## config.mk

```make
export PLATFORM = sky130hd
export DESIGN_NAME = alu_seq_arbiter
export DESIGN_NICKNAME = d
export VERILOG_FILES = /design/src/rtl/alu_seq_arbiter.sv
export SDC_FILE = /design/constraint.sdc
export NUM_CORES = 1
export LEC_CHECK = 0
export ABC_AREA = 1
export CAP_MARGIN = 10
export CORE_ASPECT_RATIO = 1.2
export CORE_MARGIN = 2
export CORE_UTILIZATION = 45
export CTS_BUF_LIST = sky130_fd_sc_hd__clkbuf_4 sky130_fd_sc_hd__clkbuf_8
export DETAILED_ROUTE_END_ITERATION = 12
export HOLD_SLACK_MARGIN = 0.15
export PLACE_DENSITY = 0.87
export SLEW_MARGIN = 10
export SYNTH_ARGS = -nofsm -noshare
export SYNTH_HDL_FRONTEND = slang
export SYNTH_SLANG_ARGS = --single-unit
```

## constraint.sdc

```tcl
create_clock -name clk_i -period 2.4 [get_ports clk_i]
set_input_delay 0.48 -clock clk_i [delete_from_list [all_inputs] [get_ports clk_i]]
set_output_delay 0.48 -clock clk_i [all_outputs]
set_load 0.05 [all_outputs]
```

## src/rtl/alu_seq_arbiter.sv

```systemverilog
// alu_seq_arbiter
// Shares one combinational alu_top between two requesters. Requests are
// granted round-robin from IDLE. The ALU is driven from registered operands
// for WAIT_CYC cycles, the result is captured, and it is returned with the
// requester ID and an error flag over a response handshake.
//
// Optional feature macro: ALU_SEQ_DIV0_CHK_EN
//   When defined, div/mod with a zero divisor responds err=1, result=all ones
//   and does not take the ALU result. EXEC timing does not change.
module alu_seq_arbiter #(
    parameter int WIDTH    = 8,
    parameter int WAIT_CYC = 1   // legal range 1..15
) (
    input  logic             clk_i,
    input  logic             rst_ni,

    input  logic             req0_valid_i,
    output logic             req0_ready_o,
    input  logic [2:0]       req0_ctrl_i,
    input  logic [WIDTH-1:0] req0_data0_i,
    input  logic [WIDTH-1:0] req0_data1_i,

    input  logic             req1_valid_i,
    output logic             req1_ready_o,
    input  logic [2:0]       req1_ctrl_i,
    input  logic [WIDTH-1:0] req1_data0_i,
    input  logic [WIDTH-1:0] req1_data1_i,

    output logic             rsp_valid_o,
    input  logic             rsp_ready_i,
    output logic             rsp_id_o,
    output logic [WIDTH-1:0] rsp_result_o,
    output logic             rsp_err_o,

    output logic [2:0]       alu_ctrl_o,
    output logic [WIDTH-1:0] alu_data0_o,
    output logic [WIDTH-1:0] alu_data1_o,
    input  logic [WIDTH-1:0] alu_result_i,

    output logic             busy_o
);

    localparam logic [1:0] ST_IDLE = 2'd0;
    localparam logic [1:0] ST_EXEC = 2'd1;
    localparam logic [1:0] ST_RESP = 2'd2;

    localparam logic [2:0] OP_LAST_LEGAL = 3'b100;
    localparam logic [3:0] WAIT_LOAD     = 4'(WAIT_CYC);

    logic [1:0]       state_q;
    logic [3:0]       cnt_q;
    logic             last_grant_q;
    logic [2:0]       ctrl_q;
    logic [WIDTH-1:0] data0_q;
    logic [WIDTH-1:0] data1_q;
    logic             id_q;
    logic             rsp_id_q;
    logic [WIDTH-1:0] rsp_result_q;
    logic             rsp_err_q;

    logic             grant_valid;
    logic             grant_id;
    logic             illegal_op;
    logic             div0_op;
    logic [WIDTH-1:0] cap_result;
    logic             cap_err;

    // Round-robin grant: a lone valid wins; on a tie the port not granted last wins.
    always_comb begin
        // NOTE: every always_comb output gets a default first so no path can infer a latch.
        grant_valid = 1'b0;
        grant_id    = 1'b0;
        if (state_q == ST_IDLE) begin
            if (req0_valid_i && req1_valid_i) begin
                grant_valid = 1'b1;
                grant_id    = ~last_grant_q;
            end else if (req0_valid_i) begin
                grant_valid = 1'b1;
                grant_id    = 1'b0;
            end else if (req1_valid_i) begin
                grant_valid = 1'b1;
                grant_id    = 1'b1;
            end
        end
    end

    assign req0_ready_o = grant_valid && !grant_id;
    assign req1_ready_o = grant_valid &&  grant_id;

    // Decide what gets captured at the end of the EXEC window.
    always_comb begin
        illegal_op = (ctrl_q > OP_LAST_LEGAL);
`ifdef ALU_SEQ_DIV0_CHK_EN
        div0_op    = ((ctrl_q == 3'b011) || (ctrl_q == 3'b100)) && (data1_q == '0);
`else
        div0_op    = 1'b0;
`endif
        cap_err    = illegal_op || div0_op;
        if (illegal_op)   cap_result = '0;
        else if (div0_op) cap_result = '1;
        else              cap_result = alu_result_i;
    end

    // Sequencer FSM plus request/response registers.
    always_ff @(posedge clk_i or negedge rst_ni) begin
        // NOTE: the operand and result registers are reset too, so every output reads 0 after reset.
        if (!rst_ni) begin
            state_q      <= ST_IDLE;
            cnt_q        <= '0;
            last_grant_q <= 1'b1;
            ctrl_q       <= '0;
            data0_q      <= '0;
            data1_q      <= '0;
            id_q         <= 1'b0;
            rsp_id_q     <= 1'b0;
            rsp_result_q <= '0;
            rsp_err_q    <= 1'b0;
        end else begin
            // NOTE: non-blocking assignments so every register samples pre-edge values.
            case (state_q)
                ST_IDLE: begin
                    if (grant_valid) begin
                        ctrl_q       <= grant_id ? req1_ctrl_i  : req0_ctrl_i;
                        data0_q      <= grant_id ? req1_data0_i : req0_data0_i;
                        data1_q      <= grant_id ? req1_data1_i : req0_data1_i;
                        id_q         <= grant_id;
                        last_grant_q <= grant_id;
                        cnt_q        <= WAIT_LOAD;
                        state_q      <= ST_EXEC;
                    end
                end
                ST_EXEC: begin
                    cnt_q <= cnt_q - 4'd1;
                    if (cnt_q == 4'd1) begin
                        rsp_result_q <= cap_result;
                        rsp_err_q    <= cap_err;
                        rsp_id_q     <= id_q;
                        state_q      <= ST_RESP;
                    end
                end
                ST_RESP: begin
                    if (rsp_ready_i) state_q <= ST_IDLE;
                end
                default: state_q <= ST_IDLE;
            endcase
        end
    end

    // ALU is driven only during EXEC; idle value is all zeros.
    assign alu_ctrl_o   = (state_q == ST_EXEC) ? ctrl_q  : 3'b000;
    assign alu_data0_o  = (state_q == ST_EXEC) ? data0_q : '0;
    assign alu_data1_o  = (state_q == ST_EXEC) ? data1_q : '0;

    assign rsp_valid_o  = (state_q == ST_RESP);
    assign rsp_id_o     = rsp_id_q;
    assign rsp_result_o = rsp_result_q;
    assign rsp_err_o    = rsp_err_q;
    assign busy_o       = (state_q != ST_IDLE);

endmodule

```

Yosys cells after proc, flatten, opt, wreduce, memory -nomap -nowiden. Index checks and enable logic that the tools add are counted.

Add/subtract/negate cells: 1. Magnitude comparators: 1. Eq/ne operators: 6. Muxes and demuxes: 20. Bitwise gates (word level): 1. Reduce and logical (&&, ||, !) cells: 11.

Operator list (count): $mux W8 (5); $pmux W4 S2 (1); $mux W1 (7); $mux W2 (3); $mux W3 (2); $pmux W2 S3 (1); $reduce_and A2 Y1 (3); $eq A4 B1 Y1 const B (1); $mux W4 (1); $ne A2 B2 Y1 const B (2); $reduce_bool A2 Y1 (2); $sub A4 B1 Y4 const B (1); $gt A3 B3 Y1 const B (1); $logic_and A1 B1 Y1 (3); $reduce_and A3 Y1 (1); $eq A2 B1 Y1 const B (1); $eq A2 B2 Y1 const B (1); $logic_not A2 Y1 (1); $ne A2 B1 Y1 const B (1); $logic_not A1 Y1 (1); $not A1 Y1 (1).

Register bits: 37. Bits of input ports: 51. Output and inout port bits: 33. Word-level logic and storage cells: 50.

Depth between registers and ports, before layout. Gate-level depths: netlist of run 1.

Depth after elaboration: 6. Mapped depth: 6. Depth with buffers taken out: 6.

Least setup slack after synthesis of run 1. OpenSTA, ideal clock, no wires.

Path kind: reg2out. From: register state_q[1]. To: output port req0_ready_o. Data arrival time: 1725 ps. Required time: 1920 ps. Path slack: 195 ps. Stages on the path, launching flop included: 6. Path buffers: 1. Cells stage by stage: dfrtp_1 -> inv_1 -> nand2_2 -> nor2_4 -> buf_6 -> nor2_1.

Longest elaborated chain between the ends: 4. Elaborated cells on any way between the ends: 5. Classes of those cells: mux (2); reduce/logical (3).

RTL lines: start: declaration (line 50) `logic [1:0] state_q;`; start signal: assignment (line 108) `state_q <= ST_IDLE;`; start signal: assignment (line 129) `state_q <= ST_EXEC;`; start signal: assignment (line 138) `state_q <= ST_RESP;`; $logic_not A2 Y1 * (line 73) `if (state_q == ST_IDLE) begin`; $mux W1 (line 73); $logic_not A1 Y1 (line 87) `assign req0_ready_o = grant_valid && !grant_id;`; $logic_and A1 B1 Y1 * (line 87); end: declaration (line 18) `output logic req0_ready_o,`.

Every way passes the cells marked *; elsewhere a longest branch is shown, timed or not.

Final worst setup path of run 1.
From: register state_q[1]. To: output port busy_o.

Longest elaborated chain between the ends: 1.

RTL lines: $reduce_bool A2 Y1 (line 158) `assign busy_o = (state_q != ST_IDLE);`; end: declaration (line 40) `output logic busy_o`.

Every way passes these cells.

==> results.json, run 1 <==
{
  "floorplan.initialDensity_pct": 46.36,
  "routed_length_per_placed_instance_um": 13.53,
  "drc_errors": 0,
  "synthesis.nets": 299,
  "grt_antenna_before_repair": 0,
  "final-hold-violation-count": 0,
  "h-tree-depth": 2,
  "async_sr_flop_fraction_pct": 100.0,
  "pwr-share-seq_pct": 23.8,
  "die-width_um": 64.26,
  "setup-tns-final_ps": 0,
  "fin_nets": 382,
  "critical-path-slowest-cell": "sky130_fd_sc_hd__clkdlybuf4s50_1",
  "clk-insertion-delay-late_ps": 290,
  "tritoncts_clock_tree": "yes",
  "grt_first_pass_wirelength_mm": 8.707,
  "synthesis.area_um2": 1961,
  "cp_max_fo": 3,
  "power.switching_fraction_pct": 51.70,
  "postCtsSetupRepairBufs": 0,
  "total_leakage_power_nw": 1.438,
  "timing.critical_path.slowest_cell_delay_ps": 810,
  "critPathArrivalTime_ps": 1790,
  "routed-via-count": 1935,
  "cts_hold_repair.buffers": 0,
  "grt_remaining_overflow": 0,
  "hpwl_mm": 3.657,
  "switching_power_mw": 2.460,
  "syn-instance-count": 246,
  "critPathCaptureType": "output port",
  "synth.mux.area_fraction_pct": 0,
  "synthSimpleGateAreaFrac_pct": 35.55,
  "internal-power_mw": 2.298,
  "timing.final.max_slew_violations": 0,
  "first_global_vias": 1798,
  "boundaryPins": 84,
  "multiInputGateArea_um2": 823.3,
  "clock_sinks": 37,
  "vdd_ir_drop_max_uv": 673.7,
  "max-cap-violations": 0,
  "critical_path.cell_chain": "inv_1, nand2_2, clkdlybuf4s50_1",
  "cellPowerDensity_nw_per_um2": 1593,
  "path_class": "register to output port",
  "finish.utilization_pct": 70.65,
  "core_um2": 4229,
  "critical_path_required_ps": 1920,
  "ant_nets": 0,
  "num-fill-cells": 330,
  "worst_slew_slack_as_a_fraction_of_its_limit_pct": 44.65,
  "grt_usage_pct": 22.88,
  "min_path_type": "primary input to async pin",
  "setup_viol": 0,
  "portBuffers": 83,
  "finalCritPeriodShare_pct": 94.59,
  "fmax_mhz": 440.5,
  "synth-edff-count": 0,
  "dieHeight_um": 76.31,
  "routed_wl_mm": 5.224,
  "worst_pin_slew_ps": 830.3,
  "final.min_clock_period_ps": 2270,
  "fraction_of_layout_cells_with_a_size_suffix_above_1_pct": 16.97,
  "combinational_family_with_the_most_area_after_synthesis": "simple AND/OR/NAND/NOR gates",
  "die-area_um2": 4903,
  "grt_setup_unrepaired": "no",
  "clk_pin_slew_worst_paths_ps": 70,
  "1st_pass_router_iterations": 4,
  "tritoncts.num_buffers": 5,
  "routabilityCongestion": 0.7738,
  "synth_compound_gate_area_share_pct": 5.169,
  "cts.root.buffer_cell": "sky130_fd_sc_hd__clkbuf_8",
  "detail_route.vias_per_cell": 5.013,
  "num_rows": 26,
  "yosys.area_share.adder_pct": 1.276,
  "post_cts_resize_count": 0,
  "drt_first_iter_violations": 127,
  "diodes": 0,
  "synth.avg_cell_area_um2": 7.970,
  "status": "finished, final reports clean",
  "final-seq-area_um2": 927.1,
  "combinationalPowerShare_pct": 67.2,
  "ys_types": 19,
  "cell_class_contributing_the_biggest_share_of_worst_path_delay": "buffers and inverters",
  "setup.worst_path.start_class": "register",
  "finClkSkew_ps": 5.085,
  "pin_count_of_the_biggest_net_entering_global_routing": 38,
  "yosysWarningCount": 0,
  "clock_path_buffers": 2,
  "synth_xor_area_share_pct": 0,
  "number_of_flip_flops_and_latches_in_the_synthesized_netlist": 37,
  "synth_ff_type": "sky130_fd_sc_hd__dfrtp_1",
  "syn2layout_area_growth_pct": 52.39,
  "worst-path-buf-inv": 2,
  "pwr-share-clk_pct": 9.0,
  "synth-seq-area-share_pct": 47.29
}
## layer usage
layer,track usage (%),part of all wire (%)
met1,28.13,40
met2,38.23,51
met3,6.056,6.8
met4,8.511,2.1
met5,0,0
## cells in the final DEF (no fill, tap or decap), types with 3 or more instances in the layout
| cell type | count |
|---|---|
| sky130_fd_sc_hd__buf_12 | 12 |
| sky130_fd_sc_hd__buf_4 | 15 |
| sky130_fd_sc_hd__clkbuf_8 | 5 |
| sky130_fd_sc_hd__clkdlybuf4s50_1 | 61 |
| sky130_fd_sc_hd__dfrtp_1 | 36 |
| sky130_fd_sc_hd__inv_1 | 26 |
| sky130_fd_sc_hd__inv_2 | 4 |
| sky130_fd_sc_hd__nand2_1 | 72 |
| sky130_fd_sc_hd__nand3_1 | 23 |
| sky130_fd_sc_hd__nand4_1 | 24 |
| sky130_fd_sc_hd__nor2_1 | 26 |
| sky130_fd_sc_hd__nor2_4 | 3 |
| sky130_fd_sc_hd__o21ai_2 | 9 |
## stage by stage
| stage | power, mW | hold slack (ps) | cell area [um^2] | instances | setup slack [ps] |
|---|---|---|---|---|---|
| global placement | 4.276 | 454.2 | 2902 | 378 | 299.4 |
| finish | 4.759 | 283.0 | 2988 | 386 | 129.9 |
| detailed placement | 4.343 | 460.2 | 2902 | 378 | 269.5 |
| global route | 5.054 | 361.2 | 2988 | 386 | 61.88 |
| CTS | 4.780 | 314.9 | 2988 | 386 | 131.6 |
| floorplan | 3.220 | 184.4 | 1961 | 246 | 195.0 |
## worst paths after layout
| check | from | to | slack [ps] | cells after the start |
|---|---|---|---|---|
| min in group clk_i | last_grant_q | last_grant_q | 470 | 2 |
| setup reg to reg | last_grant_q | data1_q[2] | 1050 | 5 |
| hold reg to reg | last_grant_q | last_grant_q | 470 | 2 |
| max in group asynchronous | rst_ni | data0_q[2] | 1590 | 1 |
| hold / removal | rst_ni | cnt_q[3] | 280 | 1 |
| setup / recovery | state_q[1] | busy_o | 130 | 3 |
## power by group through the flow
stage               registers, mW  logic [mW]  clock network, mW
finish                       1.13        3.20              0.429
global route                 1.17        3.42              0.463
CTS                          1.13        3.22              0.436
detailed placement           1.14        3.21                  0
global placement             1.13        3.15                  0
floorplan                    1.36        1.86                  0
## cells by family after synthesis
family	after synthesis
AOI/OAI and AO/OA	13
buffers and inverters	43
and+or+nand+nor	151
DFF	37
adders and majority gates	2
## cells in the mapped netlist (2+ instances only)
cell	number	share of area, %
sky130_fd_sc_hd__inv_2	4	0.77
sky130_fd_sc_hd__nor2_4	3	1.7
sky130_fd_sc_hd__nand4_1	24	7.7
sky130_fd_sc_hd__buf_2	6	1.5
sky130_fd_sc_hd__dfrtp_1	36	46
sky130_fd_sc_hd__nand2_1	72	14
sky130_fd_sc_hd__nand3_1	23	5.9
sky130_fd_sc_hd__buf_4	3	1.1
sky130_fd_sc_hd__inv_1	26	5.0
sky130_fd_sc_hd__nor2_1	26	5.0
sky130_fd_sc_hd__buf_6	4	2.3
sky130_fd_sc_hd__o21ai_0	2	0.51
sky130_fd_sc_hd__nand2_2	2	0.64
sky130_fd_sc_hd__ha_1	2	1.3
sky130_fd_sc_hd__o21ai_2	9	4.0
## registers in the layout, indices dropped and copies added, names as in the netlist, 2 cells and up
| signal | cells |
|---|---|
| ctrl_q | 3 |
| data1_q | 8 |
| cnt_q | 4 |
| data0_q | 8 |
| rsp_result_o | 8 |
| state_q | 2 |
## area by class of cell
cell class | instances | area share, %
clock inverters | 2 | 0.3350
well taps | 56 | 2.345
inverters | 30 | 3.769
flip-flops and latches | 37 | 31.03
repair buffers | 89 | 32.41
multi-input cells | 166 | 27.55
clock buffers | 6 | 2.554
(Power assumes the default switching activity.)
==> run 2: changes to the inputs <==
--- a/config.mk
+++ b/config.mk
@@ -16,3 +16,3 @@
 export PLACE_DENSITY = 0.87
-export SLEW_MARGIN = 10
+export SLEW_MARGIN = 30
 export SYNTH_ARGS = -nofsm -noshare
--- a/constraint.sdc
+++ b/constraint.sdc
@@ -3,2 +3,2 @@
 set_output_delay 0.48 -clock clk_i [all_outputs]
-set_load 0.05 [all_outputs]
+set_load 0.1 [all_outputs]
==> results.json, run 2 (synthesis gave the netlist of run 1 again) <==
{
  "status": "finished, final reports clean",
  "routabilityCongestion": 0.7865,
  "pin_count_of_the_biggest_net_entering_global_routing": 38,
  "critPathCaptureType": "output port",
  "cp_max_fo": 24,
  "ff2ff_path_depth": 6,
  "finClkSkew_ps": 12.62,
  "postCtsSetupRepairBufs": 0,
  "h-tree-depth": 2,
  "cell_class_contributing_the_biggest_share_of_worst_path_delay": "buffers and inverters",
  "final-hold-violation-count": 0,
  "tritoncts_clock_tree": "yes",
  "floorplan.initialDensity_pct": 46.36,
  "clock_sinks": 37,
  "path_class": "register to output port",
  "die-area_um2": 4903,
  "layout_commonest_cell": "sky130_fd_sc_hd__nand2_1",
  "detail_route.vias_per_cell": 4.971,
  "clk_pin_slew_worst_paths_ps": 80,
  "critical_path.cell_chain": "inv_2, nor2_4, inv_2, nor2_1, buf_12",
  "grt_setup_unrepaired": "no",
  "critPathArrivalTime_ps": 1700,
  "hpwl_mm": 3.823,
  "final_cell_count_no_fill": 385,
  "max-cap-violations": 0,
  "setup-tns-final_ps": 0,
  "highest_count_cells_in_the_layout_ignoring_fill_and_taps": "sky130_fd_sc_hd__nand2_1 (72), sky130_fd_sc_hd__clkdlybuf4s50_1 (49), sky130_fd_sc_hd__dfrtp_1 (36), sky130_fd_sc_hd__inv_1 (26), sky130_fd_sc_hd__nor2_1 (25)",
  "post_cts_resize_count": 0,
  "clk-insertion-delay-late_ps": 300,
  "drc_errors": 0,
  "grt_usage_pct": 22.92,
  "syn2layout_area_growth_pct": 56.48,
  "min_path_type": "primary input to async pin",
  "finalCritPeriodShare_pct": 90.74,
  "whs_ps": 274.7,
  "path_depth": 5,
  "setup.worst_path.start_class": "register",
  "worst_pin_slew_ps": 826.6,
  "cts.root.buffer_cell": "sky130_fd_sc_hd__clkbuf_8",
  "setup_viol": 0,
  "routed_wl_mm": 5.219,
  "routed-via-count": 1914,
  "die-width_um": 64.26,
  "dieHeight_um": 76.31,
  "boundaryPins": 84,
  "timing.critical_path.slowest_cell_delay_ps": 450,
  "num_rows": 26,
  "ant_nets": 0,
  "grt_first_pass_wirelength_mm": 8.645,
  "critical_path_required_ps": 1920,
  "tritoncts.num_buffers": 5,
  "fmax_mhz": 459.2,
  "fraction_of_layout_cells_with_a_size_suffix_above_1_pct": 20.67,
  "portBuffers": 83,
  "clock_path_buffers": 2,
  "worst_path_most_repeated_cell": "sky130_fd_sc_hd__inv_2",
  "final.min_clock_period_ps": 2178,
  "drt_first_iter_violations": 98,
  "critical-path-slowest-cell": "sky130_fd_sc_hd__dfrtp_1",
  "routed_length_per_placed_instance_um": 13.56,
  "1st_pass_router_iterations": 4,
  "worst-path-buf-inv": 3,
  "timing.final.max_slew_violations": 0,
  "diodes": 0,
  "core_um2": 4229,
  "grt_remaining_overflow": 0,
  "post-place-cells": 377,
  "grt_antenna_before_repair": 0,
  "first_global_vias": 1838,
  "worst_slew_slack_as_a_fraction_of_its_limit_pct": 44.89,
  "cts_hold_repair.buffers": 0,
  "fin_nets": 381
}
==> run 2: per-stage QoR <==
| step | setup WS [ps] | cell area (um^2) | util, % |
|---|---|---|---|
| after floorplan | -203.7 | 1963 | - |
| after global placement | 319.7 | 2979 | 70.44 |
| after detailed placement | 278.8 | 2979 | 70.44 |
| after CTS | 243.3 | 3068 | 72.54 |
| after global routing | 131.4 | 3068 | 72.54 |
| final | 222.1 | 3068 | 72.54 |
==> run 2: worst reg2reg max path, stage by stage, from the launching register on <==
cell and delay [ps]:
sky130_fd_sc_hd__dfstp_2 530, sky130_fd_sc_hd__nand2_1 130, sky130_fd_sc_hd__nand2_1 170, sky130_fd_sc_hd__nor2_4 70, sky130_fd_sc_hd__buf_4 200, sky130_fd_sc_hd__nand2_1 80
sky130_fd_sc_hd__nand3_1 80
==> run 2: area by class of cell <==
| class | instances | area, um^2 |
|---|---|---|
| Tap cell | 56 | 70.07 |
| Timing Repair Buffer | 88 | 1044 |
| Inverter | 30 | 112.6 |
| Fill cell | 323 | 1161 |
| Clock inverter | 1 | 5.005 |
| Sequential cell | 37 | 927.1 |
| Clock buffer | 7 | 83.83 |
| Multi-Input combinational cell | 166 | 825.8 |
==> run 2: final timing paths <==
path	startpoint	to	slack, ps
min reg2reg	last_grant_q	last_grant_q	470
max	state_q[0]	alu_data0_o[6]	220
min	rst_ni	cnt_q[3]	270
min in group clk_i	last_grant_q	last_grant_q	470
max reg2reg	last_grant_q	data1_q[7]	1020
max in group asynchronous	rst_ni	data0_q[3]	1590
==> run 2: metal layers <==
metal	global-route usage (%)	wire [um]
met5	0	0
met4	9.787	105
met3	5.022	293
met2	38.75	2721
met1	27.89	2098
Power of run 2 is left out: the tool's default activity adds up to more than one toggle a clock period on the data nets, which glitch-free logic cannot reach.
==> run 3: changes to the inputs <==
GPL_ROUTABILITY_DRIVEN = 0   (was unset)
==> results of run 3 <==
The final DEF is identical to that of run 2; final timing and power are the same.
Power of run 3 is left out for the same reason.
